`config.mk`:
```
export PLATFORM = sky130hd
export DESIGN_NAME = snake_head_ctrl
export DESIGN_NICKNAME = d
export VERILOG_FILES = /design/src/rtl/snake_head_ctrl.sv
export SDC_FILE = /design/constraint.sdc
export NUM_CORES = 1
export LEC_CHECK = 0
export ABC_CLOCK_PERIOD_IN_PS = 2900
export CAP_MARGIN = 5
export CORE_MARGIN = 1.5
export CORE_UTILIZATION = 41
export DETAILED_ROUTE_END_ITERATION = 16
export PLACE_DENSITY = 0.72
export SLEW_MARGIN = 25
export SYNTH_ARGS = -nofsm -noshare
export SYNTH_HDL_FRONTEND = slang
export SYNTH_SLANG_ARGS = --single-unit
```
`constraint.sdc`:
```
create_clock -name clk -period 2.9 [get_ports clk]
set_input_delay 0.58 -clock clk [delete_from_list [all_inputs] [get_ports clk]]
set_output_delay 0.58 -clock clk [all_outputs]
set_load 0.05 [all_outputs]
```
`src/rtl/snake_head_ctrl.sv`:
```
// Snake head movement controller: steps the head on each tick, pushes it into the
// body FIFO, pops and reports the tail unless growing, tracks length and wall hits.
module snake_head_ctrl #(
  parameter  int unsigned MAX_LEN = 128,
  parameter  int unsigned WRAP    = 0,
  localparam int unsigned POS_W   = 8,
  localparam int unsigned LEN_W   = 8,
  localparam int unsigned CRD_W   = 4,
  localparam int unsigned DIR_W   = 2
) (
  input  logic             clk,
  input  logic             aclr_n,
  input  logic             start,
  input  logic             tick,
  input  logic [DIR_W-1:0] dir_in,
  input  logic             dir_valid,
  input  logic             grow,
  input  logic [POS_W-1:0] fifo_dataout,
  output logic             fifo_wrenable,
  output logic             fifo_rdenable,
  output logic [POS_W-1:0] fifo_datain,
  output logic [POS_W-1:0] head_pos,
  output logic [POS_W-1:0] tail_pos,
  output logic             tail_valid,
  output logic [LEN_W-1:0] length,
  output logic             game_over
);

  localparam bit WRAP_EN = (WRAP != 0);

  typedef enum logic [2:0] {
    S_IDLE,
    S_RUN,
    S_PUSH,
    S_CAPTURE,
    S_OVER
  } state_t;

  state_t             r_state;
  state_t             w_state_next;
  logic [DIR_W-1:0]   r_dir;
  logic [DIR_W-1:0]   r_dir_req;
  logic               r_grow_pending;
  logic               r_popped;

  logic               w_dir_ok;
  logic [DIR_W-1:0]   w_dir_eff;
  logic               w_growing;
  logic               w_tick_ok;
  logic               w_step;
  logic               w_wall;
  logic [CRD_W:0]     w_nx;
  logic [CRD_W:0]     w_ny;
  logic [POS_W-1:0]   w_new_head;

  // A same-cycle request overrides the stored one; reversals are never accepted
  assign w_dir_ok  = dir_valid && (dir_in != (r_dir ^ 2'b10));
  assign w_dir_eff = w_dir_ok ? dir_in : r_dir_req;
  assign w_growing = (r_grow_pending || grow) && (length < LEN_W'(MAX_LEN));
  assign w_tick_ok = (r_state == S_RUN) && tick;
  assign w_step    = w_tick_ok && !w_wall;

  // Next head with one guard bit per coordinate to catch under/overflow
  always_comb begin
    w_nx = {1'b0, head_pos[CRD_W-1:0]};
    w_ny = {1'b0, head_pos[POS_W-1:CRD_W]};
    unique case (w_dir_eff)
      2'b00:   w_nx = {1'b0, head_pos[CRD_W-1:0]} + (CRD_W+1)'(1);
      2'b01:   w_ny = {1'b0, head_pos[POS_W-1:CRD_W]} + (CRD_W+1)'(1);
      2'b10:   w_nx = {1'b0, head_pos[CRD_W-1:0]} - (CRD_W+1)'(1);
      default: w_ny = {1'b0, head_pos[POS_W-1:CRD_W]} - (CRD_W+1)'(1);
    endcase
    w_wall     = !WRAP_EN && (w_nx[CRD_W] || w_ny[CRD_W]);
    w_new_head = {w_ny[CRD_W-1:0], w_nx[CRD_W-1:0]};
  end

  always_ff @(posedge clk or negedge aclr_n) begin
    if (!aclr_n) r_state <= S_IDLE;
    else         r_state <= w_state_next;
  end

  always_comb begin
    w_state_next = r_state;
    unique case (r_state)
      S_IDLE:    if (start) w_state_next = S_RUN;
      S_RUN:     if (tick)  w_state_next = w_wall ? S_OVER : S_PUSH;
      S_PUSH:    w_state_next = S_CAPTURE;
      S_CAPTURE: w_state_next = S_RUN;
      S_OVER:    w_state_next = S_OVER;
      default:   w_state_next = S_IDLE;
    endcase
  end

  // Direction and grow bookkeeping
  always_ff @(posedge clk or negedge aclr_n) begin
    if (!aclr_n) begin
      r_dir          <= 2'b00;
      r_dir_req      <= 2'b00;
      r_grow_pending <= 1'b0;
    end else begin
      if (w_step) begin
        r_dir     <= w_dir_eff;
        r_dir_req <= w_dir_eff;
      end else if (w_dir_ok) begin
        r_dir_req <= dir_in;
      end
      if (w_step)    r_grow_pending <= 1'b0;
      else if (grow) r_grow_pending <= 1'b1;
    end
  end

  // Registered outputs: strobes for one cycle after the step, tail two cycles later
  always_ff @(posedge clk or negedge aclr_n) begin
    if (!aclr_n) begin
      fifo_wrenable <= 1'b0;
      fifo_rdenable <= 1'b0;
      fifo_datain   <= '0;
      head_pos      <= POS_W'(8'h02);
      tail_pos      <= '0;
      tail_valid    <= 1'b0;
      length        <= LEN_W'(3);
      game_over     <= 1'b0;
      r_popped      <= 1'b0;
    end else begin
      fifo_wrenable <= w_step;
      fifo_rdenable <= w_step && !w_growing;
      tail_valid    <= 1'b0;
      if (w_step) begin
        fifo_datain <= w_new_head;
        head_pos    <= w_new_head;
        r_popped    <= !w_growing;
        if (w_growing) length <= length + LEN_W'(1);
      end
      if ((r_state == S_CAPTURE) && r_popped) begin
        tail_pos   <= fifo_dataout;
        tail_valid <= 1'b1;
      end
      if (w_tick_ok && w_wall) game_over <= 1'b1;
    end
  end

endmodule
```
Word level (Yosys, flattened, before mapping)
Cells that the tools add are included.
{"block": "totals", "inputBits": 16, "regBits": 45}
{"block": "op_classes", "reduce_logical": 17, "order_cmp": 1, "n_addsub": 5, "bitwise_logic": 1, "n_mux": 10, "eq_ne": 9}
{"operator": "case mux 5 bit (2 select lines)", "count": 2}
{"operator": "case mux 3 bit (5 select lines)", "count": 1}
{"operator": "adder 4 x 1 -> 5 bit (second input constant)", "count": 2}
{"operator": "subtractor 4 x 1 -> 5 bit (second input constant)", "count": 2}
{"operator": "two-way mux 3 bit", "count": 3}
{"operator": "adder 8 x 1 -> 8 bit (second input constant)", "count": 1}
{"operator": "< comparator 8 bit (second input constant)", "count": 1}
{"operator": "logical AND 1 bit", "count": 7}
{"operator": "== test 3 x 2 -> 1 bit (second input constant)", "count": 2}
{"operator": "inequality test 2 bit (second input constant)", "count": 2}
{"operator": "AND reduction 2 bit", "count": 2}
{"operator": "== test 3 x 1 -> 1 bit (second input constant)", "count": 1}
{"operator": "== test 3 bit (second input constant)", "count": 1}
{"operator": "logical NOT 3 bit", "count": 1}
{"operator": "two-way mux 1 bit", "count": 3}
{"operator": "== test 2 x 1 -> 1 bit (second input constant)", "count": 1}
{"operator": "== test 2 bit (second input constant)", "count": 1}
{"operator": "logical NOT 1 bit", "count": 2}
{"operator": "logical NOT 2 bit", "count": 1}
{"operator": "logical OR 1 bit", "count": 2}
{"operator": "two-way mux 2 bit", "count": 1}
{"operator": "inequality test 2 bit", "count": 1}
{"operator": "nonzero test 2 bit", "count": 1}
{"operator": "OR reduction 2 bit", "count": 1}
{"operator": "NOT 1 bit", "count": 1}

Logic depth before layout (Yosys ltp)
{"block": "depth", "depth_word": 11, "depth_mapped": 16, "mapped_depth_nobuf": 14}

Least setup slack after synthesis
OpenSTA, ideal clock, no wires.
{"block": "synth_path", "path_kind": "input to register", "start": "input dir_in[1]", "end": "register length[1]", "cell_stages": 14, "setup_slack_ns": -0.433, "path_buffers": 1, "arrival_time_ns": 3.251, "setup_time_ns": 0.082, "path_cell_list": "xnor2_1 -> o21a_1 -> a21oi_1 -> buf_2 -> nand2_1 -> ha_1 -> nor2b_1 -> o21ai_0 -> a221oi_1 -> nor4bb_1 -> a311oi_1 -> nand3_2 -> nand2_2 -> mux2_4"}
{"block": "synth_via", "elab_chain_len": 10}
{"element": "start: declaration", "line_no": "15", "source": "input logic [DIR_W-1:0] dir_in,"}
{"element": "inequality test 2 bit (*)", "line_no": "57", "source": "assign w_dir_ok = dir_valid && (dir_in != (r_dir ^ 2'b10));"}
{"element": "logical AND 1 bit (*)", "line_no": "57"}
{"element": "two-way mux 2 bit (*)"}
{"element": "via w_dir_eff[0]", "line_no": "47", "source": "logic [DIR_W-1:0] w_dir_eff;"}
{"element": "== test 2 bit or logical NOT 2 bit (tied branches)", "line_no": "67", "source": "unique case (w_dir_eff)"}
{"element": "OR reduction 2 bit (no source line)"}
{"element": "case mux 5 bit (2 select lines)", "line_no": "67"}
{"element": "logical OR 1 bit (*)", "line_no": "73", "source": "w_wall = !WRAP_EN && (w_nx[CRD_W] || w_ny[CRD_W]);"}
{"element": "logical NOT 1 bit (*)", "line_no": "61", "source": "assign w_step = w_tick_ok && !w_wall;"}
{"element": "logical AND 1 bit (*)", "line_no": "61"}
{"element": "AND reduction 2 bit (no source line) (*)"}
{"element": "end signal: assignment", "line_no": "132", "source": "if (w_growing) length <= length + LEN_W'(1);"}
{"element": "end: declaration", "line_no": "25", "source": "output logic [LEN_W-1:0] length,"}
The timed path passes the listed nets; every way through them passes the cells marked *.
A chain may end at the register's enable or synchronous reset.

Worst setup path in the final report
{"block": "layout_path", "start": "register r_dir[0]", "end": "register length[6]"}
{"block": "layout_via", "elab_chain_len": 10}
{"element": "start: declaration", "line_no": "41", "source": "logic [DIR_W-1:0] r_dir;"}
{"element": "start signal: assignment", "line_no": "102", "source": "r_dir <= w_dir_eff;"}
{"element": "inequality test 2 bit (*)", "line_no": "57"}
{"element": "logical AND 1 bit (*)", "line_no": "57"}
{"element": "two-way mux 2 bit (*)"}
{"element": "== test 2 bit or logical NOT 2 bit (tied branches)", "line_no": "67"}
{"element": "OR reduction 2 bit (no source line)"}
{"element": "case mux 5 bit (2 select lines)", "line_no": "67"}
{"element": "logical OR 1 bit (*)", "line_no": "73"}
{"element": "logical NOT 1 bit (*)", "line_no": "61"}
{"element": "logical AND 1 bit (*)", "line_no": "61"}
{"element": "AND reduction 2 bit (no source line) (*)"}
Every way passes the cells marked *; elsewhere a longest branch is shown, timed or not.

==> run metrics <==
Setup crit end=length[6]; mean post-synth cell area=roughly 10 um2; largest net degree at the start of global routing=39; DRT Pass-1 Iters=10; Clock Latency Late Sink=300 ps; Post-CTS Hold Buffers=0; Clock Skew=between 8 and 9 ps; initial antenna violation count=0; CTS tree=built; Post-synth EDFFs=0; normalized max-slew margin=0.447; clock buffer depth=2; Die X=71.6 um; largest cells by area after synthesis=dfrtp_1 45%, nand2_1 5.8%, xnor2_1 5.4%; post-synthesis compound-gate area fraction=0.105; Worst R2R Start=r_dir[0]; Hold Crit Class=input pin to asynchronous set/reset pin; reg2reg setup slack=-20 ps; DRC=3; IO Count=52; fraction of layout cells with a size suffix above 1=0.288; Yosys top cell area share=0.454; reg-to-reg critical path endpoint=length[6]; register bit count reported by yosys=38; commonest non-fill, non-tap cell in the layout=clkdlybuf4s50_1; core footprint=approximately 0.0044 mm2; Synth cell types=44; post-synthesis mux area share=0.0350; Core Rows=24; total track usage=0.176; Yosys Warn Count=0; minimum clock period=around 2900 ps; Diodes inserted=0; CP Data Required Time=3090 ps; Final Cycle Share=1.01; vias in the first global route=1,605; setup ws final=-15.4 ps; cell count of the worst reg-to-reg path=16; gpl congestion=roughly 0.82; Final ANT Viol Nets=0; nets=around 300; Worst Setup Path Type=flip-flop to flip-flop; CTS buffer count=5; Final Setup Violations=2; Starting Density=0.434; routed len/inst=between 10 and 15 um; Max Clk Rate=343 MHz; Arr. time, crit path=approximately 3100 ps; drt total wl=approximately 4.2 mm; xor and xnor area share after synthesis=0.0817; failing checks=design-rule violations, negative setup slack; total grt overflow=0; root buf cell=clkbuf_8; Post-Synth Adder-Cell Area=0.0493; Slew Viols, Final=0; ys async rst share=1.00; slew at the pin closest to its max-slew limit=~830 ps; post-synthesis sequential area ratio=0.495; Setup crit start kind=flip-flop; Critical Path Sink Type=flip-flop; Worst Path Max Fanout=4; TritonCTS Sinks=38; Syn-to-layout area delta=53.4%; final hold vios=0; status=complete, but fails checks; Synth Area in Simple Gates=0.179; HPWL after DPL=2.94 mm; 1st-iter DRT viols=87; die outline height=between 70 and 80 um; Port Buf Inserts=around 50; largest family of logic cells by synthesized area=simple AND/OR/NAND/NOR gates; Syn Nets=212; first-pass GRT wire length=approximately 7 mm; Vias=1,617; H-tree levels=2; Die ar.=~0.0051 mm2; RSZ-0062 raised after global routing=true; Via density=5.01; leading area contributor after synthesis=dfrtp_1; mapped cell area=about 0.0019 mm2; Setup TNS=-22.9 ps; Main synth FF type=dfrtp_1; Syn Inst Count=between 150 and 200; Worst Setup SP=r_dir[0]; Reg clk slew, reported paths=roughly 80 ps; Max Cap Viol=0; most frequent cells in the layout=47 x clkdlybuf4s50_1, 35 x dfrtp_1, 30 x buf_4, 29 x nand2_1, 10 x nor2_1
[stage by stage]
| stage | cells | utilization | setup WS (ps) | hold slack (ps) | instance area, um2 |
|---|---|---|---|---|---|
| after floorplan | 189 | - | -255 | 284 | 1960 |
| after global routing | 323 | 0.666 | -192 | 455 | 2960 |
| after CTS | 321 | 0.651 | -6.27 | 406 | 2890 |
| final | 323 | 0.666 | -15.4 | 377 | 2960 |
| after global placement | 307 | 0.595 | -747 | 445 | 2640 |
| after detailed placement | 307 | 0.595 | -818 | 456 | 2640 |
[final cells by class]
cell class | count | area, um2
inverters | 10 | 37.5
well taps | 52 | 65.1
clock inverters | 2 | 60.1
multi-input cells | 132 | 1020
flip-flops and latches | 38 | 955
clock buffers | 6 | 82.6
repair buffers | 83 | 744
fillers | 368 | 1480
[state kept, by name (all words and copies together) (netlist names)]
| signal | flops |
|---|---|
| fifo_wrenable | 1 |
| tail_valid | 1 |
| r_state | 3 |
| r_dir_req | 2 |
| r_grow_pending | 1 |
| fifo_datain | 8 |
| r_dir | 2 |
| tail_pos | 8 |
| fifo_rdenable | 1 |
| game_over | 1 |
| head_pos | 1 |
| length | 8 |
| r_popped | 1 |
[logic make-up after synthesis]
| logic type | after synthesis |
|---|---|
| XOR/XNOR | 18 |
| adder cells (fa/ha/maj) | 7 |
| multiplexers | 6 |
| AND/OR/NAND/NOR | 69 |
| AO/OA/AOI/OAI | 32 |
| buffers and inverters | 19 |
| flip-flops | 38 |
[what timing repair did]
action	in CTS	in global routing
gates resized for setup	28	9
endpoints found under the setup margin	26	26
setup buffers	6	2
pin swaps	16	14
[metal layers]
layer / track usage / wire (um) / part of all wire / up-vias
met4: 0.0943 / 101 / 0.024 / 0
met3: 0.0464 / 245 / 0.058 / 10
met2: 0.282 / 2030 / 0.48 / 46
met5: 0 / 0 / 0 / -
met1: 0.217 / 1870 / 0.44 / 762
li1: - / - / - / 799
[Yosys cell counts, types with 2 or more instances]
master	count
dfrtp_1	35
nand2_1	30
nor2_1	12
xnor2_1	12
a21oi_1	8
inv_1	8
buf_4	7
o21ai_0	7
ha_1	6
nand3_1	6
xor2_1	6
and3_1	4
nand4_1	4
a21o_1	3
dfstp_2	3
mux2i_1	3
o21a_1	3
o21bai_1	3
and4_1	2
mux2_2	2
nor2b_1	2
[critical path, stage by stage, from the launching register on]
cell	delay [ps]
dfrtp_1	420
xor2_2	180
and3_4	220
nor3_4	50
nand2_4	90
inv_2	40
fa_2	340
nor2b_1	120
o21ai_1	90
a221oi_2	320
buf_4	190
and3_4	180
a311oi_2	50
nand3_2	150
buf_6	120
nand4_1	100
xnor2_1	150
[how the worst min path moves through the flow]
stage | end | slack (ps) | cells past startpoint
detailed placement | game_over | 460 | 1
finish | fifo_wrenable | 380 | 1
CTS | fifo_wrenable | 410 | 1
floorplan | fifo_datain[0] | 280 | 0
global route | fifo_wrenable | 460 | 1
global placement | game_over | 440 | 1
Power is not shown: default switching activity piles up to over one toggle a cycle in this logic, so the estimate is an artifact.
